===== src/rtl/maxpool1_bin_pkg.sv =====
// Shared conv1/pool1 geometry constants and a counter-width helper.
// Pure declarations; no timing or flow-control behaviour.
package maxpool1_bin_pkg;

    localparam int IMG_W    = 28;
    localparam int CONV1_K  = 3;
    localparam int CONV1_W  = IMG_W - CONV1_K + 1;
    localparam int CONV1_CH = 8;
    localparam int POOL1_W  = CONV1_W / 2;
    localparam int CNT_W    = $clog2(CONV1_W);

    // Width of a counter/address covering 0..depth-1, never below one bit.
    function automatic int addr_w(input int depth);
        return (depth > 1) ? $clog2(depth) : 1;
    endfunction

endpackage


===== src/rtl/maxpool1_linebuf.sv =====
// One-row store of horizontal pair ORs: one write port, one async read port, no reset.
// Write lands on the next clk; read is combinational; no backpressure.
module maxpool1_linebuf
    import maxpool1_bin_pkg::*;
#(
    parameter int DEPTH = POOL1_W,
    parameter int CH    = CONV1_CH,
    parameter int AW    = addr_w(DEPTH)
) (
    input  logic          clk,
    input  logic          we,
    input  logic [AW-1:0] waddr,
    input  logic [CH-1:0] wdata,
    input  logic [AW-1:0] raddr,
    output logic [CH-1:0] rdata
);

    logic [CH-1:0] mem_q [DEPTH];
    logic [CH-1:0] mem_d [DEPTH];

    always_comb begin
        mem_d = mem_q;
        if (we) begin
            mem_d[waddr] = wdata;
        end
    end

    // Contents are intentionally unreset: even rows rewrite every entry before use.
    always_ff @(posedge clk) begin
        mem_q <= mem_d;
    end

    assign rdata = mem_q[raddr];

endmodule


===== src/rtl/maxpool1_bin.sv =====
// 2x2/stride-2 binary max-pool (per-channel OR) over a raster conv1 stream.
// Output registered 1 clk after the beat closing a window; valid_in gaps freeze state, no backpressure.
module maxpool1_bin
    import maxpool1_bin_pkg::*;
#(
    parameter int IN_W = CONV1_W,
    parameter int IN_H = CONV1_W,
    parameter int CH   = CONV1_CH
) (
    input  logic          clk,
    input  logic          rst_n,
    input  logic [CH-1:0] conv1_in,
    input  logic          valid_in,
    output logic [CH-1:0] pool_out,
    output logic          valid_out,
    output logic          frame_done
);

    localparam int COL_W = addr_w(IN_W);
    localparam int ROW_W = addr_w(IN_H);
    localparam int LB_D  = (IN_W / 2 > 0) ? IN_W / 2 : 1;
    localparam int LB_AW = addr_w(LB_D);

    localparam logic [COL_W-1:0] COL_MAX  = COL_W'(IN_W - 1);
    localparam logic [ROW_W-1:0] ROW_MAX  = ROW_W'(IN_H - 1);
    // Last odd column/row that actually closes a window (floor for odd sizes).
    localparam logic [COL_W-1:0] COL_LAST = COL_W'(2 * (IN_W / 2) - 1);
    localparam logic [ROW_W-1:0] ROW_LAST = ROW_W'(2 * (IN_H / 2) - 1);

    logic [COL_W-1:0] col_q, col_d;
    logic [ROW_W-1:0] row_q, row_d;
    logic [CH-1:0]    hold_q, hold_d;
    logic [CH-1:0]    pool_q, pool_d;
    logic             vld_q, vld_d;
    logic             done_q, done_d;

    logic             lb_we;
    logic [LB_AW-1:0] lb_addr;
    logic [CH-1:0]    lb_rdata;
    logic [CH-1:0]    pair;

    assign lb_addr = LB_AW'(col_q >> 1);
    assign pair    = hold_q | conv1_in;

    always_comb begin
        col_d  = col_q;
        row_d  = row_q;
        hold_d = hold_q;
        pool_d = pool_q;
        vld_d  = 1'b0;
        done_d = 1'b0;
        lb_we  = 1'b0;
        if (valid_in) begin
            if (col_q == COL_MAX) begin
                col_d = '0;
                row_d = (row_q == ROW_MAX) ? '0 : row_q + 1'b1;
            end else begin
                col_d = col_q + 1'b1;
            end

            if (!col_q[0]) begin
                hold_d = conv1_in;
            end else if (!row_q[0]) begin
                lb_we = 1'b1;
            end else begin
                pool_d = lb_rdata | pair;
                vld_d  = 1'b1;
                done_d = (row_q == ROW_LAST) && (col_q == COL_LAST);
            end
        end
    end

    always_ff @(posedge clk or negedge rst_n) begin
        if (!rst_n) begin
            col_q  <= '0;
            row_q  <= '0;
            hold_q <= '0;
            pool_q <= '0;
            vld_q  <= 1'b0;
            done_q <= 1'b0;
        end else begin
            col_q  <= col_d;
            row_q  <= row_d;
            hold_q <= hold_d;
            pool_q <= pool_d;
            vld_q  <= vld_d;
            done_q <= done_d;
        end
    end

    maxpool1_linebuf #(
        .DEPTH (LB_D),
        .CH    (CH),
        .AW    (LB_AW)
    ) u_linebuf (
        .clk   (clk),
        .we    (lb_we),
        .waddr (lb_addr),
        .wdata (pair),
        .raddr (lb_addr),
        .rdata (lb_rdata)
    );

    assign pool_out   = pool_q;
    assign valid_out  = vld_q;
    assign frame_done = done_q;

endmodule


===== config.mk =====
export PLATFORM = sky130hd
export DESIGN_NAME = maxpool1_bin
export DESIGN_NICKNAME = d
export VERILOG_FILES = /design/src/rtl/maxpool1_bin_pkg.sv /design/src/rtl/maxpool1_linebuf.sv /design/src/rtl/maxpool1_bin.sv
export SDC_FILE = /design/constraint.sdc
export NUM_CORES = 1
export LEC_CHECK = 0
export CORE_MARGIN = 4
export CORE_UTILIZATION = 30
export CTS_CLUSTER_SIZE = 10
export DETAILED_ROUTE_END_ITERATION = 6
export SLEW_MARGIN = 10
export SYNTH_ARGS = -nofsm -noshare
export SYNTH_HDL_FRONTEND = slang
export SYNTH_SLANG_ARGS = --single-unit

===== constraint.sdc =====
create_clock -name clk -period 3.4 [get_ports clk]
set_input_delay 0.68 -clock clk [delete_from_list [all_inputs] [get_ports clk]]
set_output_delay 0.68 -clock clk [all_outputs]
set_load 0.01 [all_outputs]

==> results of run 1 <==
## metal layers
| metal | wire length (µm) | part of all wire [%] |
|---|---|---|
| met5 | 0 | 0 |
| met4 | 264 | 2.2 |
| met3 | 852 | 7.1 |
| met2 | 5274 | 44 |
| met1 | 5553 | 46 |
## final cells by class
class	instances	area [µm²]
fillers	1646	11400
flip-flops and latches	132	3825
multi-input cells	200	1541
clock buffers	18	439.2
well taps	229	286.5
repair buffers	29	267.8
clock inverters	14	185.2
inverters	4	15.01
## kinds of logic after synthesis
group	Yosys count	share of synthesized area [%]
AND/OR/NAND/NOR	67	6.420
flip-flops	132	69.57
buffers and inverters	22	2.390
AO/OA/AOI/OAI	73	9.493
multiplexers	56	11.22
adder cells (fa/ha/maj)	4	0.9106
## through the flow
stage          cell area, µm²  hold slack, ns
2_1_floorplan            5497          0.3844
3_3_place_gp             5936          0.4647
3_5_place_dp             5936          0.4725
4_1_cts                  6560          0.4853
5_1_grt                  6560          0.5104
6_report                 6560          0.4807
## flip-flops by register name, summed over array words and instances, names as in the netlist
signal and count:
col_q 5, frame_done 1, hold_q 8, pool_out 8, row_q 5, u_linebuf.mem_q 104, valid_out 1
## path summary, 6_finish.rpt
kind,start,slack (ns),endpoint,cells after the start
setup reg to reg,col_q[2]$_DFFE_PN0P_,1.26,pool_out[7]$_DFFE_PN0P_,4
hold / removal,hold_q[5]$_DFFE_PN0P_,0.48,hold_q[5]$_DFFE_PN0P_,1
setup / recovery,valid_in,1.23,u_linebuf.mem_q[5]$_DFFE_PP_,5
min in group asynchronous,rst_n,0.65,hold_q[7]$_DFFE_PN0P_,2
hold reg to reg,hold_q[5]$_DFFE_PN0P_,0.48,hold_q[5]$_DFFE_PN0P_,1
max in group asynchronous,rst_n,2.44,col_q[2]$_DFFE_PN0P_,2
## power groups by stage
stage / clock, µW / sequential, µW / combinational, µW
global placement: 0 / 2240 / 1200
global route: 2020 / 2260 / 1320
floorplan: 0 / 2090 / 1000
detailed placement: 0 / 2260 / 1210
CTS: 1920 / 2220 / 1220
finish: 1890 / 2220 / 1210
## cell usage in the layout, fill, tap and decap left out, types with 2 or more instances in the layout
cell,instances
a211oi_2,7
a21o_1,3
a21oi_1,24
a22oi_1,16
a31o_1,9
a31oi_1,2
and2_1,2
and4b_1,2
buf_4,9
bufinv_16,4
clkbuf_16,17
clkdlybuf4s50_1,20
clkinv_2,3
clkinvlp_4,5
dfrtp_1,27
edfxtp_1,104
ha_1,4
inv_1,2
inv_2,2
mux2_1,13
mux2_2,4
mux2_4,7
mux2i_1,32
nand2_1,11
nand2b_1,3
nand3_1,4
nor2_1,22
nor3_1,8
o21ai_0,2
o21ai_1,3
or2_2,8
==> run_results.csv, run 1 <==
group,metric,value,unit
status,status,"complete, no violations",
synthesis,ys_dominant_reg_cell,"edfxtp_1",
global_route,met1_usage,18.17,%
detailed_routing,ant_nets,0,
placed_design,pre_cts_ws,0.7886,ns
clock_network,numCtsBuffers,17,
setup_path,crit_buf_inv,1,
synthesis,synth_edf_count,104,
run,max_cap_violations,0,
synthesis,synth.avg_cell_area,15.53,µm²
detailed_routing,drt_iter0_drc,305,
global_route,grt_pass1_wl,18830,µm
cells_and_area,fin_util,36.52,%
synthesis,synthesis.area,5497,µm²
cells_and_area,area_delta_synth_final,19.35,%
cells_and_area,antenna_cells,0,
power_and_ir_drop,switchingPower,1586,µW
power_and_ir_drop,pwr_density_cell,811.0,nW/µm²
global_route,grt_max_degree,32,
placed_design,port_buffers,20,
setup_path,worstPathRequired,3.44,ns
detailed_routing,drcViolationCount,0,
synthesis,ys_seq_area_share,69.57,%
synthesis,post-synth-top-count-cell,"edfxtp_1",
synthesis,synth.distinct_cells,45,
detailed_routing,via_count,3094,
clock_network,cts_tree,"yes",
sta,fmax,0.4604,GHz
placed_design,placed_cells,594,
setup_path,cpPeakStageDelay,0.55,ns
setup_path,worst_setup_path_end_kind,"flop",
global_route,groute.usage.overall,12.52,%
global_route,overflow,0,
synthesis,syn_inst,354,
sta,finalClockSkew,0.007708,ns
synthesis,netlist.area_leader.share,56.82,%
global_route,met3_usage,3.561,%
setup_path,cp_data_arrival_time,2.22,ns
clock_network,path_clk_slew,0.05,ns
sta,finalSetupTns,0,ns
synthesis,synth_top_area_cell,"edfxtp_1",
placed_design,place_congestion,0.8399,
clock_network,cts_setup_buffers,0,
clock_network,htree_levels,4,
sta,hold_viol,0,
detailed_routing,dr.pass1.iters,5,
floorplan,dieArea,20550,µm²
power_and_ir_drop,total_power,5320,µW
sta,slew-limit-headroom,49.87,%
sta,report.final.slew_viol_count,0,
setup_path,setup.worst_path.start_class,"input port",
setup_path,path_cells,"clkdlybuf4s50_1, nand2_1, nor3_1, nand2_1, nor2_1",
power_and_ir_drop,seqPwrFrac,41.8,%
setup_path,path_class,"in -> reg",
floorplan,io_pins,21,
sta,fin_crit,2.172,ns
detailed_routing,via_per_inst,4.942,
clock_network,cts_resized,0,
cells_and_area,nets,399,
floorplan,initial_core_util,30.60,%
setup_path,cp_common_cell,"nand2_1",
detailed_routing,wl_per_cell,19.08,µm
sta,rsz0062_at_grt,"no",
clock_network,cts_sinks,132,
power_and_ir_drop,ir_worst_vdd,0.4012,mV
detailed_routing,wirelength,11950,µm
global_route,antenna_found_initial,0,
worst_hold_path,hp-class,"reg -> reg",
clock_network,ctsHoldBuffers,0,
floorplan,rows,49,
setup_path,critPathMaxFanout,8,
power_and_ir_drop,pwr-share-comb,22.7,%
power_and_ir_drop,switching_share,29.81,%
cells_and_area,drive_gt1_share,17.88,%
synthesis,synth_area_leaders,"edfxtp_1, dfrtp_1, mux2i_1, mux2_1, a21oi_1",
power_and_ir_drop,power.leakage,0.002242,µW
setup_path,cp_slowest_cell,"nor2_1",
synthesis,synth_common_cells,"edfxtp_1, mux2i_1, dfrtp_1",
floorplan,core_area,17960,µm²
global_route,top_usage_layer,"met1",
power_and_ir_drop,internal_power,3734,µW
clock_network,root_buffer,"clkbuf_16",
setup_path,critical_path.top_delay_family,"simple AND/OR/NAND/NOR gates",
sta,fin_ws,1.228,ns
placed_design,dp_hpwl,7885,µm
synthesis,yosys_warnings,0,
global_route,gr-usage-met2,17.66,%
sta,period_share,63.88,%
synthesis,synth_seq_cells,132,
power_and_ir_drop,p_clk_share,35.5,%
floorplan,die_x,143.4,µm
synthesis,synthesis.nets,369,
global_route,grt_pass1_vias,3135,
floorplan,die_h,143.4,µm
cells_and_area,stdcell_count,626,
synthesis,async_flop_share,21.21,%
clock_network,clock_latency,0.41,ns
clock_network,cts_buffer_depth,2,
sta,tightestPinTransition,0.7520,ns
sta,finalSetupViolCount,0,
No activity file was read; power rests on OpenSTA's default activity.
==> run 2: changes to the inputs <==
==> constraint.sdc (replaced) <==
create_clock -name clk -period 2.1 [get_ports clk]
set_input_delay 0.42 -clock clk [delete_from_list [all_inputs] [get_ports clk]]
set_output_delay 0.42 -clock clk [all_outputs]
set_load 0.01 [all_outputs]
==> run 2 against run 1 <==
Critical path type is now reg -> reg. Sequential share of layout area fell by 1.8 points. Clock-buffer cell count up 5. Wire length increased by 0.85%. Critical path depth is the same. Critical endpoint is now pool_out[2]$_DFFE_PN0P_. Register-to-register slack got worse by 1.0 ns.
==> run_results.csv, run 2 (synthesis gave the netlist of run 1 again) <==
group,metric,value,unit
clock_network,cts_sinks,132,
run,max_cap_violations,0,
clock_network,cts_tree,"yes",
global_route,overflow,0,
floorplan,core_area,17960,µm²
cells_and_area,largest-register,"u_linebuf.mem_q",
setup_path,cp-startpoint,"col_q[2]$_DFFE_PN0P_",
clock_network,ctsHoldBuffers,0,
sta,finalSetupViolCount,0,
floorplan,die_x,143.4,µm
floorplan,initial_core_util,30.60,%
floorplan,io_pins,21,
clock_network,cts_setup_buffers,0,
setup_path,r2r_start,"col_q[2]$_DFFE_PN0P_",
detailed_routing,drcViolationCount,0,
clock_network,cts_resized,0,
setup_path,setup.worst_path.start_class,"flop",
detailed_routing,drt_iter0_drc,239,
cells_and_area,area_delta_synth_final,23.22,%
cells_and_area,multi_input_area,1546,µm²
floorplan,die_h,143.4,µm
cells_and_area,antenna_cells,0,
global_route,groute.usage.overall,12.54,%
clock_network,numCtsBuffers,17,
detailed_routing,wl_per_cell,18.53,µm
sta,fmax,0.5357,GHz
power_and_ir_drop,power.leakage,0.002394,µW
setup_path,cp_data_arrival_time,2.17,ns
worst_hold_path,hp-class,"in -> async",
setup_path,cp_slowest_cell,"dfrtp_2",
sta,report.final.slew_viol_count,0,
global_route,grt_pass1_wl,18780,µm
setup_path,worst_setup_path_end_kind,"flop",
sta,fin_crit,1.867,ns
setup_path,worstRegToRegCells,5,
sta,tightestPinTransition,0.5613,ns
detailed_routing,ant_nets,0,
power_and_ir_drop,pwr_density_cell,1297,nW/µm²
setup_path,worstPathRequired,2.41,ns
cells_and_area,nets,423,
placed_design,place_congestion,0.8511,
floorplan,dieArea,20550,µm²
detailed_routing,via_count,3169,
cells_and_area,mostFrequentLayoutCells,"edfxtp_1, mux2i_1, buf_4, dfrtp_1, a21oi_1",
power_and_ir_drop,ir_worst_vdd,0.5590,mV
setup_path,rr_endpoint,"pool_out[2]$_DFFE_PN0P_",
sta,whs,0.3842,ns
cells_and_area,largest_reg_flops,104,
setup_path,r2r_setup_slack,0.23,ns
clock_network,htree_levels,4,
cells_and_area,nFillCells,1660,
clock_network,root_buffer,"clkbuf_16",
clock_network,cts_buffer_depth,2,
placed_design,dp_hpwl,8413,µm
power_and_ir_drop,total_power,8781,µW
sta,finalClockSkew,0.01244,ns
floorplan,rows,49,
cells_and_area,layout_commonest_cell,"edfxtp_1",
global_route,antenna_found_initial,0,
cells_and_area,drive_gt1_share,22.80,%
setup_path,crit_buf_inv,1,
setup_path,critical_path.top_delay_family,"compound AO/OA/AOI/OAI gates",
cells_and_area,seq_area,3825,µm²
status,status,"complete, no violations",
setup_path,path_class,"reg -> reg",
global_route,grt_max_degree,31,
sta,slew-limit-headroom,62.44,%
setup_path,critPathMaxFanout,30,
clock_network,clock_latency,0.42,ns
sta,finalSetupTns,0,ns
setup_path,path_cells,"buf_12, mux2_1, a22oi_1, a21oi_1, a31o_1",
placed_design,port_buffers,20,
clock_network,path_clk_slew,0.06,ns
sta,period_share,88.89,%
setup_path,cpPeakStageDelay,0.55,ns
detailed_routing,dr.pass1.iters,5,
sta,hold_viol,0,
sta,rsz0062_at_grt,"no",
detailed_routing,wirelength,12050,µm
global_route,grt_pass1_vias,3232,
detailed_routing,via_per_inst,4.875,
run 2: cell count changes in the layout (fill, tap and decap cells not counted):
cell / previous run / this run
buf_12: 0 / 2
buf_4: 9 / 31
bufinv_16: 4 / 1
clkbuf_1: 0 / 1
clkbuf_16: 17 / 21
clkinv_1: 1 / 0
clkinv_4: 1 / 3
clkinvlp_4: 5 / 0
inv_4: 0 / 2
nor3_1: 8 / 7
nor3_2: 0 / 1
run 2: how the worst max path moves through the flow:
stage / endpoint / slack (ns) / cells past startpoint
floorplan: u_linebuf.mem_q[88]$_DFFE_PP_ / 0.01 / 5
global placement: u_linebuf.mem_q[7]$_DFFE_PP_ / 0.04 / 6
detailed placement: pool_out[5]$_DFFE_PN0P_ / 0.007 / 7
CTS: pool_out[2]$_DFFE_PN0P_ / 0.18 / 5
global route: pool_out[5]$_DFFE_PN0P_ / 0.1 / 6
finish: pool_out[2]$_DFFE_PN0P_ / 0.23 / 5
run 2: area by class of cell:
type	instances	area share, %
inverters	4	0.2217
repair buffers	53	6.983
clock inverters	9	1.238
flip-flops and latches	132	56.48
clock buffers	23	8.018
multi-input cells	200	22.83
well taps	229	4.231
run 2: per-layer routing:
| metal | GRT usage (%) | share of wire (%) |
|---|---|---|
| met4 | 3.865 | 1.8 |
| met2 | 20.57 | 49 |
| met1 | 16.09 | 45 |
| met3 | 3.794 | 4.6 |
| met5 | 0 | 0 |
run 2: through the flow:
step,instance area [µm²],utilization (%),std cells,setup slack (ns)
2_1_floorplan,5502,-,354,0.01330
3_3_place_gp,6146,34.21,618,0.04355
3_5_place_dp,6146,34.21,618,0.006525
4_1_cts,6773,37.70,650,0.1826
5_1_grt,6773,37.70,650,0.09571
6_report,6773,37.70,650,0.2333
run 2: power by group:
group	internal, µW	total [µW]	switching (µW)	leakage (µW)
clock	1940	3010	1070	0.000314
combinational	1020	2340	1320	0.000846
sequential	3190	3430	240	0.00123
total	6150	8780	2630	0.00239
